[src/rtl/led_pkg.sv]
// Shared LED sequencer definitions: mode codes, FSM states, initial frames and frame stepping.
// Pure declarations and functions; no latency or flow control of their own.
package led_pkg;

  localparam int LED_W = 8;

  typedef enum logic [1:0] {
    MODE_FILL_DOWN = 2'd0,
    MODE_FILL_UP   = 2'd1,
    MODE_DOT_RUN   = 2'd2,
    MODE_BLINK     = 2'd3
  } mode_e;

  typedef enum logic {
    ST_IDLE = 1'b0,
    ST_RUN  = 1'b1
  } state_e;

  localparam logic [LED_W-1:0] INIT_FILL_DOWN = 8'h00;
  localparam logic [LED_W-1:0] INIT_FILL_UP   = 8'h00;
  localparam logic [LED_W-1:0] INIT_DOT_RUN   = 8'h80;
  localparam logic [LED_W-1:0] INIT_BLINK     = 8'h00;
  localparam logic [LED_W-1:0] LED_ALL        = {LED_W{1'b1}};

  function automatic logic [LED_W-1:0] init_frame(input mode_e m);
    logic [LED_W-1:0] f;
    case (m)
      MODE_FILL_DOWN: f = INIT_FILL_DOWN;
      MODE_FILL_UP:   f = INIT_FILL_UP;
      MODE_DOT_RUN:   f = INIT_DOT_RUN;
      default:        f = INIT_BLINK;
    endcase
    return f;
  endfunction

  // The frame whose next step wraps back to the initial frame, i.e. completes a cycle.
  function automatic logic is_last_frame(input mode_e m, input logic [LED_W-1:0] f);
    return (m == MODE_DOT_RUN) ? (f == LED_W'(1)) : (f == LED_ALL);
  endfunction

  function automatic logic [LED_W-1:0] next_frame(input mode_e m, input logic [LED_W-1:0] f);
    logic [LED_W-1:0] nxt;
    case (m)
      MODE_FILL_DOWN: nxt = {1'b1, f[LED_W-1:1]};
      MODE_FILL_UP:   nxt = {f[LED_W-2:0], 1'b1};
      MODE_DOT_RUN:   nxt = f >> 1;
      default:        nxt = ~f;
    endcase
    if (is_last_frame(m, f)) nxt = init_frame(m);
    return nxt;
  endfunction

endpackage

[src/rtl/led_pattern_sequencer_if.sv]
// Control and LED-drive bundle of the pattern sequencer; master = board controls, slave = sequencer.
// Plain wires, no latency; single-cycle request pulses with no backpressure.
interface led_pattern_sequencer_if;

  logic                      start;
  logic                      stop;
  logic [1:0]                mode_sel;
  logic                      auto_mode;
  logic [led_pkg::LED_W-1:0] led;
  logic                      busy;
  logic [1:0]                cur_mode;
  logic                      cycle_done;

  modport master (
    output start, stop, mode_sel, auto_mode,
    input  led, busy, cur_mode, cycle_done
  );

  modport slave (
    input  start, stop, mode_sel, auto_mode,
    output led, busy, cur_mode, cycle_done
  );

endinterface

[src/rtl/led_tick_gen.sv]
// Prescaler: one tick every TICK_DIV enabled clocks, synchronous clear has priority over enable.
// tick is combinational from the count (asserted in the last count cycle); no backpressure.
module led_tick_gen #(
  parameter int TICK_DIV = 25_000_000
) (
  input  logic clk,
  input  logic reset,
  input  logic en,
  input  logic clr,
  output logic tick
);

  localparam int              CNT_W   = (TICK_DIV > 1) ? $clog2(TICK_DIV) : 1;
  localparam logic [CNT_W-1:0] CNT_MAX = CNT_W'(TICK_DIV - 1);

  logic [CNT_W-1:0] cnt;

  assign tick = en && (cnt == CNT_MAX);

  always_ff @(posedge clk or negedge reset) begin
    if (!reset) begin
      cnt <= '0;
    end else if (clr) begin
      cnt <= '0;
    end else if (en) begin
      cnt <= (cnt == CNT_MAX) ? '0 : cnt + CNT_W'(1);
    end
  end

endmodule

[src/rtl/led_pattern_sequencer.sv]
// 8-LED pattern sequencer: IDLE/RUN FSM, prescaled frame stepping, cycle counting, optional auto-advance.
// start/stop take effect on the next edge, first step TICK_DIV clocks later; requests are never stalled.
module led_pattern_sequencer
  import led_pkg::*;
#(
  parameter int TICK_DIV = 25_000_000,
  parameter int REPEAT   = 2
) (
  input logic                    clk,
  input logic                    reset,
  led_pattern_sequencer_if.slave seq
);

  localparam int               RPT_W    = (REPEAT > 1) ? $clog2(REPEAT) : 1;
  localparam logic [RPT_W-1:0] RPT_LAST = RPT_W'(REPEAT - 1);

  state_e           state_q, state_d;
  mode_e            mode_q, mode_d, mode_inc;
  logic [LED_W-1:0] led_q, led_d;
  logic [RPT_W-1:0] rpt_q, rpt_d;
  logic             done_q, done_d;
  logic             tick;

  assign mode_inc = mode_e'(mode_q + 2'd1);

  // Any start or stop request restarts the step interval from zero.
  led_tick_gen #(
    .TICK_DIV(TICK_DIV)
  ) u_tick (
    .clk   (clk),
    .reset (reset),
    .en    (state_q == ST_RUN),
    .clr   (seq.start || seq.stop),
    .tick  (tick)
  );

  always_comb begin
    state_d = state_q;
    mode_d  = mode_q;
    led_d   = led_q;
    rpt_d   = rpt_q;
    done_d  = 1'b0;
    if (seq.stop) begin
      state_d = ST_IDLE;
      led_d   = '0;
      rpt_d   = '0;
    end else if (seq.start) begin
      state_d = ST_RUN;
      mode_d  = mode_e'(seq.mode_sel);
      led_d   = init_frame(mode_e'(seq.mode_sel));
      rpt_d   = '0;
    end else if (tick) begin
      led_d = next_frame(mode_q, led_q);
      if (is_last_frame(mode_q, led_q)) begin
        done_d = 1'b1;
        if (rpt_q == RPT_LAST) begin
          rpt_d = '0;
          if (seq.auto_mode) begin
            mode_d = mode_inc;
            led_d  = init_frame(mode_inc);
          end
        end else begin
          rpt_d = rpt_q + RPT_W'(1);
        end
      end
    end
  end

  always_ff @(posedge clk or negedge reset) begin
    if (!reset) begin
      state_q <= ST_IDLE;
      mode_q  <= MODE_FILL_DOWN;
      led_q   <= '0;
      rpt_q   <= '0;
      done_q  <= 1'b0;
    end else begin
      state_q <= state_d;
      mode_q  <= mode_d;
      led_q   <= led_d;
      rpt_q   <= rpt_d;
      done_q  <= done_d;
    end
  end

  assign seq.led        = led_q;
  assign seq.busy       = (state_q == ST_RUN);
  assign seq.cur_mode   = mode_q;
  assign seq.cycle_done = done_q;

endmodule
[src/flat_wrapper.sv]
// flat-port wrapper written by rule: the top's interface ports become plain ports
module led_pattern_sequencer_flat import led_pkg::*;
#(
  parameter int TICK_DIV = 25_000_000,
  parameter int REPEAT   = 2
)
  (clk, reset, seq_start, seq_stop, seq_mode_sel, seq_auto_mode, seq_led, seq_busy, seq_cur_mode, seq_cycle_done);
  led_pattern_sequencer_if seq_i ();
  input logic clk;
  input logic reset;
  input wire logic [$bits(seq_i.start)-1:0] seq_start;
  input wire logic [$bits(seq_i.stop)-1:0] seq_stop;
  input wire logic [$bits(seq_i.mode_sel)-1:0] seq_mode_sel;
  input wire logic [$bits(seq_i.auto_mode)-1:0] seq_auto_mode;
  output wire logic [$bits(seq_i.led)-1:0] seq_led;
  output wire logic [$bits(seq_i.busy)-1:0] seq_busy;
  output wire logic [$bits(seq_i.cur_mode)-1:0] seq_cur_mode;
  output wire logic [$bits(seq_i.cycle_done)-1:0] seq_cycle_done;
  assign seq_i.start = seq_start;
  assign seq_i.stop = seq_stop;
  assign seq_i.mode_sel = seq_mode_sel;
  assign seq_i.auto_mode = seq_auto_mode;
  assign seq_led = seq_i.led;
  assign seq_busy = seq_i.busy;
  assign seq_cur_mode = seq_i.cur_mode;
  assign seq_cycle_done = seq_i.cycle_done;
  led_pattern_sequencer #(.TICK_DIV(TICK_DIV), .REPEAT(REPEAT)) u_core (.clk(clk), .reset(reset), .seq(seq_i));
endmodule
[config.mk]
export PLATFORM = sky130hd
export DESIGN_NAME = led_pattern_sequencer_flat
export DESIGN_NICKNAME = d
export VERILOG_FILES = /design/src/rtl/led_pkg.sv /design/src/rtl/led_pattern_sequencer_if.sv /design/src/rtl/led_tick_gen.sv /design/src/rtl/led_pattern_sequencer.sv /design/src/flat_wrapper.sv
export SDC_FILE = /design/constraint.sdc
export NUM_CORES = 1
export LEC_CHECK = 0
export BUFFER_PORTS_ARGS = -buffer_cell sky130_fd_sc_hd__buf_2
export CAP_MARGIN = 30
export CORE_MARGIN = 2
export CORE_UTILIZATION = 55
export CTS_BUF_LIST = sky130_fd_sc_hd__clkbuf_2 sky130_fd_sc_hd__clkbuf_4 sky130_fd_sc_hd__clkbuf_8
export DETAILED_ROUTE_END_ITERATION = 10
export GPL_TIMING_DRIVEN = 0
export HOLD_SLACK_MARGIN = 0.08
export PLACE_DENSITY = 0.87
export SLEW_MARGIN = 10
export SYNTH_ARGS = -nofsm -noshare
export SYNTH_HDL_FRONTEND = slang
export SYNTH_SLANG_ARGS = --single-unit
export TNS_END_PERCENT = 10
[constraint.sdc]
create_clock -name clk -period 2.01 [get_ports clk]
set_clock_uncertainty 0.15 [all_clocks]
set_input_delay 0.201 -clock clk [delete_from_list [all_inputs] [get_ports clk]]
set_output_delay 0.201 -clock clk [all_outputs]
set_load 0.01 [all_outputs]
==> flow_results.org <==
** Detailed routing
- Number of nets with antenna violations after routing :: 0
- After detailed routing, the average wire length per cell comes to 18.4 um.
- DRC :: 0
- Detailed-routing iteration count for the pre-antenna-repair pass :: 5
- Dividing the detail-routed via count by the number of cells gives 6.84.
- For this block, the initial DRC count from the detailed router was 263.
- Across all layers, the routed design uses 2559 vias.
- Routed wire length :: 6880 um

** Yosys
- The average instance in the mapped netlist occupies 8.62 sq um.
- Top FF cell, synth :: dfrtp_1
- Biggest area consumer among synthesized cells :: dfrtp_1
- The share of synthesized area in the top cell type comes to 38.8%.
- Count of yosys warnings during synthesis :: 0
- Number of synthesized flops with an enable pin :: 0
- The netlist uses 52 different library cells.
- Synthesized netlist net count :: 297
- In this run the cell area of the synthesized design comes to 2450 sq um.
- In the synthesized netlist, the number of instances is 284.
- Synthesized flop and latch total :: 38
- The share of the Yosys chip area taken by registers is 38.8%.
- Counting flops with an async set or reset pin after synthesis yields a share of 100%.
- In the post-synthesis netlist, the biggest area contributors are dfrtp_1 39%, nand2_1 5.1%, a31oi_1 4.1%, o21ai_0 3.7%, a21oi_1 3.1%.

** Floorplanning
- The die is 70.7 um tall.
- For this design the top-level I/O count stands at 19.
- Effective utilization at floorplan :: 56.6%
- Core outline area :: 4320 sq um
- Area enclosed by the die boundary :: 5000 sq um
- The die is 70.7 um wide.
- The floorplan has 24 rows.

** Layout
- Post-route core utilization :: 70.3%
- Most frequent cells in the layout :: 35 x dfrtp_1, 32 x nand2_1, 19 x buf_2
- Most common library cell in the layout ignoring fill and taps :: dfrtp_1
- Growth of design area from synthesis to finish :: 24.2%
- After the last flow step, the layout net total stands at 335.
- Antenna cells :: 0
- Layout cells sized above 1 :: 29.2%
- Once layout is done, the placed cells without fillers occupy 3040 sq um.

** STA
- At the pin with the least slew margin, the transition time is 0.604 ns.
- After layout, the worst setup slack is -0.251 ns.
- Setup repair after global routing could not meet its margin everywhere.
- Count of final max-slew check failures :: 0
- Headroom to the max-slew limit :: 59.7%
- Setup violations remaining at the end of the flow were counted as 35.
- Count of final hold-check violations :: 0
- Highest clock rate :: 442 MHz
- After layout, the minimum clock period comes to 2.26 ns.
- Post-route clock period utilization :: 113%

** Clocking
- The cell sitting at the root of the clock tree is a clkbuf_8.
- Clock-pin slew was measured on the worst setup and hold paths at 0.08 ns.
- TritonCTS built the clock tree.
- Clock buffers created by TritonCTS :: 5
- CTS Sinks :: 38
- Htree depth :: 2
- At the later pin of the worst-skew pair, clock insertion delay measures 0.30 ns.
- Clock Path Buffers :: 2

** Worst setup path
- STA classifies the critical path startpoint as a flop.
- Of all nets on the critical path, the largest fanout is 10.
- Category of the critical setup timing path :: flop to flop
- The most critical setup path has its startpoint at u_core.u_tick.cnt[8]$_DFFE_PN0P_.
- At the worst endpoint, the arrival time is 2.30 ns.
- Number of cells traversed by the worst register-to-register path :: 7
- In this run the critical register-to-register path is launched from u_core.u_tick.cnt[8]$_DFFE_PN0P_.
- For flop-to-flop paths, the worst setup slack is -0.25 ns.
- The worst setup path is captured at a flop.
- Reg-to-reg critical path endpoint :: u_core.u_tick.cnt[0]$_DFFE_PN0P_
- Worst Path Required :: 2.05 ns

** Global routing
- The number of global-route vias before repair came to 2321.
- The initial antenna violation count came to 0.
- The first global-routing pass estimated 10800 um of wire.
- Tot GR Track Use :: 26.5%
- The total overflow left after global routing is 0.
- Entering global routing, the biggest net connects 39 pins.

** Power and ir drop
- Worst IR Drop VDD :: 304 uV
- Total power after layout :: 0.00173 W
- In this run the static leakage power is 1.25 nW.
- Areal power density over the cells :: 570 nW/um^2

** Outcome
- Failing checks :: setup timing
- Run status :: finished, violations left

** Flow run
- Across the run, the number of max-cap violations was 0.

** Placement
- Routability congestion estimate from global placement :: 0.888
- Buffers added on ports :: 17
- Placed Instance Area :: 2600 sq um
- Dpl hpwl :: 4010 um

** Hold path
- Hold-critical path depth :: 3
- Source of the worst hold timing path :: seq_start
- For hold timing, the worst endpoint is u_core.seq.busy$_DFFE_PN0N_.
- The worst hold path belongs to the class input port to flop.
## power breakdown
part           switching (W)  total, W  internal (W)  leakage (nW)
logic               0.000161  0.000265      0.000104         0.671
clock network       0.000277  0.000674      0.000397        0.0573
registers          0.0000180  0.000794      0.000776         0.520
## what timing repair did
action	in CTS	in global routing
resized for setup	28	34
endpoints found under the setup margin	35	37
pin swaps	19	15
cloned	0	0
endpoints found under the hold margin	38	0
setup buffers	12	2
hold buffers	1	0
## cells in the mapped netlist, types with 3 or more instances
| master | number |
|---|---|
| o21ai_1 | 6 |
| nand2_1 | 33 |
| dfrtp_1 | 38 |
| and3_1 | 5 |
| nor2_1 | 14 |
| ha_1 | 6 |
| or3_1 | 3 |
| o211ai_1 | 3 |
| a221oi_1 | 7 |
| mux2_2 | 3 |
| a211oi_1 | 3 |
| a21oi_1 | 15 |
| clkbuf_1 | 9 |
| inv_1 | 11 |
| and2_1 | 4 |
| o31ai_1 | 3 |
| a31oi_1 | 16 |
| a32o_1 | 3 |
| a41oi_1 | 4 |
| nor3_1 | 9 |
| buf_2 | 5 |
| or2_2 | 3 |
| o21ai_0 | 18 |
| nor4_1 | 3 |
| o21a_1 | 3 |
| nand4_1 | 7 |
| nand3_1 | 12 |
| a21o_1 | 6 |
## cell type report
class | instances | area [sq um]
clock buffers | 6 | 82.6
well taps | 52 | 65.1
plain buffers | 14 | 87.6
repair buffers | 33 | 235
fillers | 290 | 1280
inverters | 11 | 41.3
multi-input cells | 219 | 1540
clock inverters | 1 | 30.0
flip-flops and latches | 38 | 955
## flip-flops by register name, summed over array words and instances (netlist names)
register,count
u_core.u_tick.cnt,25
u_core.seq.led,8
u_core.seq.cur_mode,2
u_core.rpt_q,1
u_core.seq.busy,1
u_core.seq.cycle_done,1
## critical path, stage by stage (launching register included)
cell and delay (ns):
dfrtp_1 0.40, or4_4 0.57, nor3_4 0.24, buf_6 0.16, a21oi_2 0.08, buf_6 0.15, buf_8 0.14, mux2_2 0.26
## metrics by stage
stage | TNS [ns] | hold slack (ns) | instances | setup WS [ns]
6_report | -4.92 | 0.0987 | 374 | -0.251
5_1_grt | -7.11 | 0.128 | 374 | -0.322
4_1_cts | -4.24 | 0.0895 | 372 | -0.182
3_5_place_dp | -8.98 | 0.210 | 353 | -0.411
3_3_place_gp | -8.00 | 0.196 | 353 | -0.318
2_1_floorplan | -1.62 | -0.245 | 284 | -0.125
## kinds of logic after synthesis
| family | count (synthesis) | synth area share, % |
|---|---|---|
| compound gates | 95 | 25.5 |
| buf+inv | 27 | 4.39 |
| simple gates | 113 | 26.0 |
| mux | 5 | 2.20 |
| fa+ha+maj | 6 | 3.07 |
| flops | 38 | 38.8 |
## routing by layer
layer  share of wire (%)  track usage [%]  wire [um]
met1                  44             36.4       3010
met2                  46             41.2       3180
met3                 7.3             5.70        503
met4                 2.7             10.3        184
met5                   0                0          0
## worst max-delay path by stage
stage	end	slack (ns)	depth (start not counted)
after floorplan	u_core.u_tick.cnt[0]$_DFFE_PN0P_	-0.12	6
after global placement	u_core.u_tick.cnt[14]$_DFFE_PN0P_	-0.32	7
after detailed placement	u_core.u_tick.cnt[4]$_DFFE_PN0P_	-0.41	8
after CTS	u_core.rpt_q$_DFFE_PN0P_	-0.18	6
after global routing	u_core.u_tick.cnt[2]$_DFFE_PN0P_	-0.32	8
final	u_core.u_tick.cnt[0]$_DFFE_PN0P_	-0.25	7
Note: power is estimated with default switching activity, not from simulation.
